## src/rtl/reg_bank_sequencer.sv

```systemverilog
// Command sequencer for the 8x8 register bank: reads operands, runs one ALU op,
// writes the result back and returns it on a response handshake.
//
// Handshakes: a transfer happens on a posedge where valid && ready are both high.
// Valid and the payload it qualifies stay stable until that edge.
module reg_bank_sequencer #(
    parameter int DATA_W = 8,
    parameter int ADDR_W = 3
) (
    input  logic              Clock,
    input  logic              Reset,
    input  logic              CmdValid,
    output logic              CmdReady,
    input  logic [2:0]        CmdOp,
    input  logic [ADDR_W-1:0] CmdRd,
    input  logic [ADDR_W-1:0] CmdRs1,
    input  logic [ADDR_W-1:0] CmdRs2,
    input  logic [DATA_W-1:0] CmdImm,
    output logic [ADDR_W-1:0] RegLido1,
    output logic [ADDR_W-1:0] RegLido2,
    input  logic [DATA_W-1:0] Dado1,
    input  logic [DATA_W-1:0] Dado2,
    output logic [ADDR_W-1:0] RegEscr,
    output logic [DATA_W-1:0] DadoEscr,
    output logic              RegWrite,
    output logic              RespValid,
    input  logic              RespReady,
    output logic [DATA_W-1:0] RespData,
    output logic              RespZero,
    output logic              RespCarry,
    output logic [1:0]        state_dbg
);

    typedef enum logic [1:0] {
        IDLE  = 2'd0,
        READ  = 2'd1,
        WRITE = 2'd2,
        RESP  = 2'd3
    } state_t;

    localparam logic [2:0] OP_ADD  = 3'b000;
    localparam logic [2:0] OP_SUB  = 3'b001;
    localparam logic [2:0] OP_AND  = 3'b010;
    localparam logic [2:0] OP_OR   = 3'b011;
    localparam logic [2:0] OP_XOR  = 3'b100;
    localparam logic [2:0] OP_LI   = 3'b101;
    localparam logic [2:0] OP_READ = 3'b110;
    localparam logic [2:0] OP_ADDI = 3'b111;

    state_t              state, state_nx;
    logic [2:0]          op_q, op_nx;
    logic [ADDR_W-1:0]   rd_q, rd_nx;
    logic [DATA_W-1:0]   imm_q, imm_nx;
    logic                carry_q, carry_nx;
    logic [ADDR_W-1:0]   lido1_nx, lido2_nx, escr_nx;
    logic [DATA_W-1:0]   dado_escr_nx, resp_data_nx;
    logic                write_nx, resp_valid_nx, resp_zero_nx, resp_carry_nx;
    logic [DATA_W:0]     alu;

    assign CmdReady  = (state == IDLE) && !Reset;
    assign state_dbg = state;

    // Top bit is carry for the adds and borrow for SUB (a - b wraps when a < b).
    always_comb begin
        alu = '0;
        case (op_q)
            OP_ADD:  alu = {1'b0, Dado1} + {1'b0, Dado2};
            OP_SUB:  alu = {1'b0, Dado1} - {1'b0, Dado2};
            OP_AND:  alu = {1'b0, Dado1 & Dado2};
            OP_OR:   alu = {1'b0, Dado1 | Dado2};
            OP_XOR:  alu = {1'b0, Dado1 ^ Dado2};
            OP_ADDI: alu = {1'b0, Dado1} + {1'b0, imm_q};
            default: alu = {1'b0, Dado1};
        endcase
    end

    always_comb begin
        state_nx      = state;
        op_nx         = op_q;
        rd_nx         = rd_q;
        imm_nx        = imm_q;
        carry_nx      = carry_q;
        lido1_nx      = RegLido1;
        lido2_nx      = RegLido2;
        escr_nx       = RegEscr;
        dado_escr_nx  = DadoEscr;
        write_nx      = RegWrite;
        resp_valid_nx = RespValid;
        resp_data_nx  = RespData;
        resp_zero_nx  = RespZero;
        resp_carry_nx = RespCarry;
        case (state)
            IDLE: begin
                if (CmdValid && CmdReady) begin
                    op_nx    = CmdOp;
                    rd_nx    = CmdRd;
                    imm_nx   = CmdImm;
                    lido1_nx = CmdRs1;
                    lido2_nx = CmdRs2;
                    if (CmdOp == OP_LI) begin
                        write_nx     = 1'b1;
                        escr_nx      = CmdRd;
                        dado_escr_nx = CmdImm;
                        carry_nx     = 1'b0;
                        state_nx     = WRITE;
                    end else begin
                        state_nx = READ;
                    end
                end
            end
            READ: begin
                // Dado1/Dado2 were refreshed by the bank at the negedge just passed.
                if (op_q == OP_READ) begin
                    resp_valid_nx = 1'b1;
                    resp_data_nx  = Dado1;
                    resp_zero_nx  = (Dado1 == '0);
                    resp_carry_nx = 1'b0;
                    state_nx      = RESP;
                end else begin
                    write_nx     = 1'b1;
                    escr_nx      = rd_q;
                    dado_escr_nx = alu[DATA_W-1:0];
                    carry_nx     = alu[DATA_W];
                    state_nx     = WRITE;
                end
            end
            WRITE: begin
                write_nx      = 1'b0;
                resp_valid_nx = 1'b1;
                resp_data_nx  = DadoEscr;
                resp_zero_nx  = (DadoEscr == '0);
                resp_carry_nx = carry_q;
                state_nx      = RESP;
            end
            RESP: begin
                if (RespReady) begin
                    resp_valid_nx = 1'b0;
                    state_nx      = IDLE;
                end
            end
            default: state_nx = IDLE;
        endcase
    end

    always_ff @(posedge Clock or posedge Reset) begin
        if (Reset) begin
            state     <= IDLE;
            op_q      <= '0;
            rd_q      <= '0;
            imm_q     <= '0;
            carry_q   <= 1'b0;
            RegLido1  <= '0;
            RegLido2  <= '0;
            RegEscr   <= '0;
            DadoEscr  <= '0;
            RegWrite  <= 1'b0;
            RespValid <= 1'b0;
            RespData  <= '0;
            RespZero  <= 1'b0;
            RespCarry <= 1'b0;
        end else begin
            state     <= state_nx;
            op_q      <= op_nx;
            rd_q      <= rd_nx;
            imm_q     <= imm_nx;
            carry_q   <= carry_nx;
            RegLido1  <= lido1_nx;
            RegLido2  <= lido2_nx;
            RegEscr   <= escr_nx;
            DadoEscr  <= dado_escr_nx;
            RegWrite  <= write_nx;
            RespValid <= resp_valid_nx;
            RespData  <= resp_data_nx;
            RespZero  <= resp_zero_nx;
            RespCarry <= resp_carry_nx;
        end
    end

endmodule
```

## config.mk

```make
export PLATFORM = sky130hd
export DESIGN_NAME = reg_bank_sequencer
export DESIGN_NICKNAME = d
export VERILOG_FILES = /design/src/rtl/reg_bank_sequencer.sv
export SDC_FILE = /design/constraint.sdc
export NUM_CORES = 1
export LEC_CHECK = 0
export CAP_MARGIN = 0
export CORE_MARGIN = 8
export CORE_UTILIZATION = 40
export CTS_CLUSTER_DIAMETER = 40
export DETAILED_ROUTE_END_ITERATION = 10
export PLACE_DENSITY = 0.65
export SYNTH_ARGS = -nofsm -noshare
export SYNTH_HDL_FRONTEND = slang
export SYNTH_SLANG_ARGS = --single-unit
```

## constraint.sdc

```tcl
create_clock -name Clock -period 5.2 [get_ports Clock]
set_clock_uncertainty 0.15 [all_clocks]
set_input_delay 1.04 -clock Clock [delete_from_list [all_inputs] [get_ports Clock]]
set_output_delay 1.04 -clock Clock [all_outputs]
set_load 0.05 [all_outputs]
```

==> summary.md, run 1 <==
| Metric | Value |
|---|---|
| H-Tree Depth | 2 |
| CP Capture Type | flop |
| IO Pins | 72 |
| CTS tree | yes |
| Synth Area in Adders | 11.8% |
| Startpoint Class | input port |
| Cells after Synth | 373 |
| WS Path Type | input port to flop |
| Placed cells | 536 |
| Vias per cell | 5.73 |
| CTS Buf Count | 5 |
| Async set or reset register ratio after synthesis | 100% |
| Endpoints failing setup | 0 |
| CP Max Fanout | 5 |
| N_diodes | 0 |
| Met1 GRT Util | 24.1% |
| Fill cells | 807 |
| Hold_buf cts | 0 |
| Max Cap Viol | 0 |
| Sequential cell area | 1150 um^2 |
| CP peak stage delay | 0.53 ns |
| First-pass GRT wire length | 16,500 um |
| Cell Chain, Critical Path | clkdlybuf4s50_1 -> nor3_1 -> nand2_1 -> nand3_1 -> o21ai_0 -> a22oi_1 -> ha_1 -> a21oi_1 -> nor3b_1 -> a21oi_1 -> xnor2_1 -> o32ai_2 |
| Final min period | 3.91 ns |
| RSZ-0062 raised after global routing | no |
| Maximum achievable frequency | 256 MHz |
| Gp weighted congestion | 0.882 |
| Largest net degree at the start of global routing | 47 |
| YS warnings | 0 |
| Pre-Repair DR Iteration Count | 5 |
| Syn-to-layout area delta | 25.0% |
| Worst-Margin Slew | 1.06 ns |
| Final WL | 10,400 um |
| Hold_ws | 0.334 ns |
| ANT nets after route | 0 |
| Full die area | 11,800 um^2 |
| Initial DRC count | 190 |
| Distinct cells, synth | 61 |
| Slew margin rel. | 29.2% |
| Worst EP required | 5.26 ns |
| Synth Area in Simple Gates | 13.5% |
| Post-DR wirelength/cell | 19.2 um |
| CP most frequent cell | a21oi_1 |
| IO buf count | 71 |
| Initial core utilization | 40.3% |
| Multiplexer share of the synthesized area | 10.4% |
| Initial antenna violation count | 0 |
| Worst Hold Class | flop to flop |
| Compound-Gate Fraction of Synth Area | 24.0% |
| Final Net Count | 507 |
| DP Wirelength | 7900 um |
| Cells resized by post-CTS repair | 0 |
| CP max-delay cell | nor3_1 |
| Clock latency on the worst-skew pair | 0.30 ns |
| Vias in the first global route | 3,030 |
| Outcome | complete, no violations |
| EDFF count, synth | 0 |
| Main combinational cell family by area after synthesis | compound AO/OA/AOI/OAI gates |
| Global routing's busiest layer | met2 |
| Syn_area_per_cell | 9.23 um^2 |
| Overflow after GRT | 0 |
| Mapped Nets | 445 |
| Setup TNS | 0 ns |
| GR Util met2 | 28.7% |
| Footprint of the multi-input gates | 2090 um^2 |
| All-Layer GR Usage | 17.6% |
| Pre-CTS WS | 1.02 ns |
| Finished Layout Cells | 544 |
| Global Route met3 Usage | 2.96% |
| CTS root buffer | clkbuf_8 |
| Cell Area, Synth | 3440 um^2 |
| Clock sinks | 46 |
| Core ar. | 8550 um^2 |
| VDD IR max | 0.308 mV |
| Top FF cell, synth | dfrtp_1 |
| Max Slew Vio Count | 0 |
| CTS Buffer Depth | 2 |
| Register bit count reported by yosys | 46 |
| Post-route clock period utilization | 75.2% |
| Post-synthesis sequential area ratio | 33.4% |
| # rows | 34 |
| Worst setup slack after layout | 1.29 ns |
| Share of cells above drive strength 1 | 10.3% |
| DR DRC count | 0 |
| Die Ht | 109 um |
| Leakage Power | 0.00183 uW |
| Power Density | 665 nW/um^2 |
| DIE WIDTH | 109 um |
| Post-CTS setup repair buffer count | 0 |
| XOR/XNOR Fraction of Synth Area | 1.02% |
| Clock Pin Slew Worst Setup and Hold Paths | 0.10 ns |
| Fin. Hold Viols | 0 |
| Data arrival time of the critical path | 3.97 ns |
| Tot Pwr | 2860 uW |
| Vias | 3,119 |
## cells by family (layout without fill, tap and decap cells)
family,after synthesis,after routing
mux,33,33
simple gates,93,93
buf+inv,46,109
fa+ha+maj,32,32
flops,46,46
compound gates,119,119
xor+xnor,4,4
## state kept, by name, indices dropped and copies added (netlist names)
register   count
imm_q          8
RespValid      1
RespCarry      1
rd_q           3
carry_q        1
RegLido2       3
RegWrite       1
RespData       8
RespZero       1
RegLido1       3
op_q           3
DadoEscr       8
state_dbg      2
RegEscr        3
## cell usage in the layout, fill, tap and decap left out, types with 3 or more instances in the layout
cell,netlist,final
clkdlybuf4s50_1,0,71
dfrtp_1,46,46
a31oi_1,8,8
nor2_1,34,34
a21oi_1,15,15
ha_1,31,31
o221ai_1,4,4
o21a_1,4,4
a22oi_1,8,8
mux2_2,21,21
clkbuf_8,0,5
mux2i_1,12,12
o32ai_1,4,4
o211ai_1,5,5
nor3_1,5,5
o31ai_1,4,4
o21ai_0,32,32
nor4_1,4,4
inv_1,26,25
o22ai_1,7,7
nand2b_1,4,4
o21ai_1,3,3
nand2_1,21,21
nand3_1,6,6
o22a_1,3,3
nand3b_1,3,3
buf_4,2,4
## cell usage after synthesis, drive strengths merged, types with 6 or more instances
library cell / instances / area [um^2]
a21oi: 15 / 75.1
a22oi: 8 / 60.1
a31oi: 8 / 50.1
buf: 15 / 86.3
dfrtp: 46 / 1150
ha: 31 / 388
inv: 26 / 97.6
mux2: 21 / 236
mux2i: 12 / 120
nand2: 21 / 78.8
nand3: 6 / 30.0
nor2: 34 / 128
o21ai: 36 / 184
o22ai: 7 / 43.8
## final cells by class
type | instances | area share (%)
multi-input combinational | 281 | 48.5
sequential | 46 | 26.7
timing repair buffer | 75 | 17.2
tap | 108 | 3.14
inverter | 26 | 2.27
clock buffer | 5 | 1.60
clock inverter | 3 | 0.552
## worst max-delay path: cells and delay by family
kind	cells	cell delay [ns]
compound gates	5	0.97
xor+xnor	1	0.18
fa+ha+maj	1	0.34
buf+inv	1	0.49
simple gates	4	0.94
## metal layers
layer / wire [um] / part of all wire (%)
met2: 4830 / 46
met3: 645 / 6.2
met5: 0 / 0
met4: 106 / 1.0
met1: 4870 / 47
## through the flow
step | area, um^2 | util [%]
6_report | 4310 | 50.4
3_3_place_gp | 4210 | 49.3
4_1_cts | 4310 | 50.4
5_1_grt | 4310 | 50.4
2_1_floorplan | 3440 | -
3_5_place_dp | 4210 | 49.3
## report_power, final
part | switching [uW] | internal, uW
Combinational | 1230 | 728
Sequential | 134 | 539
Clock | 137 | 96.5
Total | 1500 | 1360
## final timing paths
check,startpoint,end,slack (ns),cells after the start
max,Dado2[2],carry_q,1.29,12
min,RespData[6],RespData[6],0.33,2
max reg2reg,op_q[0],carry_q,1.86,11
min reg2reg,RespData[6],RespData[6],0.33,2
max in group asynchronous,Reset,DadoEscr[3],3.10,2
min in group asynchronous,Reset,state_dbg[0],1.18,2
(Power assumes the default switching activity.)
==> inputs of run 2 (changes only) <==
--- a/config.mk
+++ b/config.mk
@@ -10,7 +10,7 @@
 export CORE_UTILIZATION = 40
 export CTS_CLUSTER_DIAMETER = 40
 export DETAILED_ROUTE_END_ITERATION = 10
-export PLACE_DENSITY = 0.65
+export PLACE_DENSITY = 0.68
 export SYNTH_ARGS = -nofsm -noshare
 export SYNTH_HDL_FRONTEND = slang
 export SYNTH_SLANG_ARGS = --single-unit
==> constraint.sdc (replaced) <==
create_clock -name Clock -period 3.2 [get_ports Clock]
set_clock_uncertainty 0.15 [all_clocks]
set_input_delay 0.64 -clock Clock [delete_from_list [all_inputs] [get_ports Clock]]
set_output_delay 0.64 -clock Clock [all_outputs]
set_load 0.05 [all_outputs]
==> run 2 against run 1 <==
  * Non-clock buffer count grew 39
  * Sequential share of layout area shrank 2.0 points
  * Design area grew 8.1%
  * Flip-flop and latch count is the same
  * Largest cell class unchanged
  * Utilization grew 4.1 points
  * Count of clock-buffer cells in the layout is the same
  * Register-to-register slack lost 1.6 ns
  * Highest routed layer unchanged
  * Critical path depth grew 2
  * Worst hold slack is essentially flat
  * Setup slack lost 1.1 ns
==> summary.md, run 2 (synthesis gave the netlist of run 1 again) <==
| Metric | Value |
|---|---|
| Outcome | complete, no violations (unchanged) |
| Clock latency on the worst-skew pair | 0.31 ns (was 0.30 ns) |
| Initial core utilization | 40.3% (unchanged) |
| Largest net degree at the start of global routing | 27 (was 47) |
| Syn-to-layout area delta | 35.1% (was 25.0%) |
| Clock sinks | 46 (unchanged) |
| Vias in the first global route | 3,275 (was 3,030) |
| Worst Hold Class | flop to flop (unchanged) |
| Final WL | 10,500 um (was 10,400 um) |
| Slew margin rel. | 50.5% (was 29.2%) |
| Fin. Hold Viols | 0 (unchanged) |
| N_diodes | 0 (unchanged) |
| Vias | 3,294 (was 3,119) |
| Most common cell after layout, fill and taps aside | clkdlybuf4s50_1 (unchanged) |
| Share of cells above drive strength 1 | 19.6% (was 10.3%) |
| Worst setup slack after layout | 0.164 ns (was 1.29 ns) |
| First-pass GRT wire length | 16,600 um (was 16,500 um) |
| Cell Chain, Critical Path | dlygate4sd2_1 -> inv_1 -> ha_1 -> nor3b_2 -> o32ai_1 -> a22oi_1 -> ha_1 -> buf_4 -> o211a_1 -> o31ai_2 -> buf_4 -> and4_1 -> nor4_1 -> nor2_1 (was clkdlybuf4s50_1 -> nor3_1 -> nand2_1 -> nand3_1 -> o21ai_0 -> a22oi_1 -> ha_1 -> a21oi_1 -> nor3b_1 -> a21oi_1 -> xnor2_1 -> o32ai_2) |
| Overflow after GRT | 0 (unchanged) |
| Post-route clock period utilization | 94.9% |
| IO Pins | 72 (unchanged) |
| H-Tree Depth | 2 (unchanged) |
| CP Max Fanout | 3 (was 5) |
| Pre-CTS WS | -0.364 ns (was 1.02 ns) |
| Hold_ws | 0.334 ns (about the same) |
| IO buf count | 71 (unchanged) |
| CTS root buffer | clkbuf_8 (unchanged) |
| Post-DR wirelength/cell | 18.0 um (was 19.2 um) |
| Max Slew Vio Count | 0 (unchanged) |
| Vias per cell | 5.65 (was 5.73) |
| Fin area | 4650 um^2 (was 4310 um^2) |
| Initial DRC count | 199 (was 190) |
| CP max-delay cell | ha_1 (was nor3_1) |
| VDD IR max | 0.581 mV (was 0.308 mV) |
| Maximum achievable frequency | 329 MHz |
| Power Density | 1060 nW/um^2 (was 665 nW/um^2) |
| CTS Buf Count | 5 (unchanged) |
| Full die area | 11,800 um^2 (unchanged) |
| CTS tree | yes (unchanged) |
| Gp weighted congestion | 0.914 (was 0.882) |
| CTS Buffer Depth | 2 (unchanged) |
| Final min period | 3.04 ns |
| Setup TNS | 0 ns (unchanged) |
| Startpoint Class | input port (unchanged) |
| WS Path Type | input port to flop (unchanged) |
| Worst-Margin Slew | 0.743 ns (was 1.06 ns) |
| Initial antenna violation count | 0 (unchanged) |
| Hold_buf cts | 0 (unchanged) |
| # rows | 34 (unchanged) |
| Post-CTS setup repair buffer count | 0 (unchanged) |
| DP Area | 4500 um^2 (was 4210 um^2) |
| Max Cap Viol | 0 (unchanged) |
| Commonest cells after routing, fill and taps aside | clkdlybuf4s50_1, dfrtp_1, buf_4, nor2_1, o21ai_0 (was clkdlybuf4s50_1, dfrtp_1, nor2_1, o21ai_0, ha_1) |
| Clock Pin Slew Worst Setup and Hold Paths | 0.09 ns (was 0.10 ns) |
| ANT nets after route | 0 (unchanged) |
| Leakage Power | 0.00205 uW (was 0.00183 uW) |
| Final Net Count | 546 (was 507) |
| DP Wirelength | 8510 um (was 7900 um) |
| DR DRC count | 0 (unchanged) |
| Pre-Repair DR Iteration Count | 4 (was 5) |
| Core ar. | 8550 um^2 (unchanged) |
| Endpoints failing setup | 0 (unchanged) |
| CP Capture Type | flop (unchanged) |
| Data arrival time of the critical path | 3.08 ns (was 3.97 ns) |
| RSZ-0062 raised after global routing | no (unchanged) |
| Worst EP required | 3.24 ns (was 5.26 ns) |
| Die Ht | 109 um (unchanged) |
| CP peak stage delay | 0.33 ns (was 0.53 ns) |
| Regs by FF count | DadoEscr: 8 flops, RespData: 8 flops, imm_q: 8 flops (unchanged) |
| All-Layer GR Usage | 17.8% (was 17.6%) |
| DIE WIDTH | 109 um (unchanged) |
-- run 2: cell types whose count changed in the layout (fill, tap and decap cells not counted), moves of 2 or more --
cell,before,now
clkdlybuf4s50_1,71,67
nor3b_2,0,2
dlygate4sd2_1,0,2
clkinvlp_4,2,0
nor3b_1,2,0
buf_4,4,44
-- run 2: cell type report --
type | count | area [um^2]
Clock inverter | 3 | 43.8
Sequential cell | 46 | 1150
Timing Repair Buffer | 114 | 1030
Tap cell | 108 | 135
Inverter | 26 | 97.6
Fill cell | 842 | 3900
Multi-Input combinational cell | 281 | 2130
Clock buffer | 5 | 68.8
-- run 2: final timing paths --
check / slack [ns] / endpoint / from / cells past startpoint
max: 0.16 / DadoEscr[6] / Dado2[1] / 14
min: 0.33 / RespData[1] / RespData[1] / 2
max reg2reg: 0.26 / DadoEscr[6] / op_q[2] / 12
min reg2reg: 0.33 / RespData[1] / RespData[1] / 2
max in group asynchronous: 1.71 / rd_q[1] / Reset / 3
min in group asynchronous: 0.62 / imm_q[1] / Reset / 2
-- run 2: through the flow --
stage | std cells | utilization, % | total power [uW]
CTS | 583 | 54.1 | 4920
detailed placement | 575 | 52.7 | 4450
floorplan | 373 | - | 3370
finish | 583 | 54.4 | 4940
global placement | 575 | 52.7 | 4400
global route | 583 | 54.4 | 5260
-- run 2: where the power goes --
part	total [uW]	switching, uW	internal (uW)
combinational	3360	2010	1350
sequential	1120	245	876
clock	454	219	235
-- run 2: critical path, delay by kind of cell --
family                   cells  cell delay, ns
AO/OA/AOI/OAI                4            0.68
adder cells (fa/ha/maj)      2            0.52
buffers and inverters        4            0.61
AND/OR/NAND/NOR              4            0.65
-- run 2: what timing repair did --
action,CTS,global route
endpoints found under the setup margin,4,4
resized for setup,5,6
pin swaps,6,3
-- run 2: layer usage --
metal | up-vias | routed length, um | global-route usage (%)
li1 | 1564 | - | -
met1 | 1583 | 4670 | 22.7
met2 | 128 | 4770 | 29.0
met3 | 19 | 790 | 3.84
met4 | 0 | 262 | 6.45
met5 | - | 0 | 0
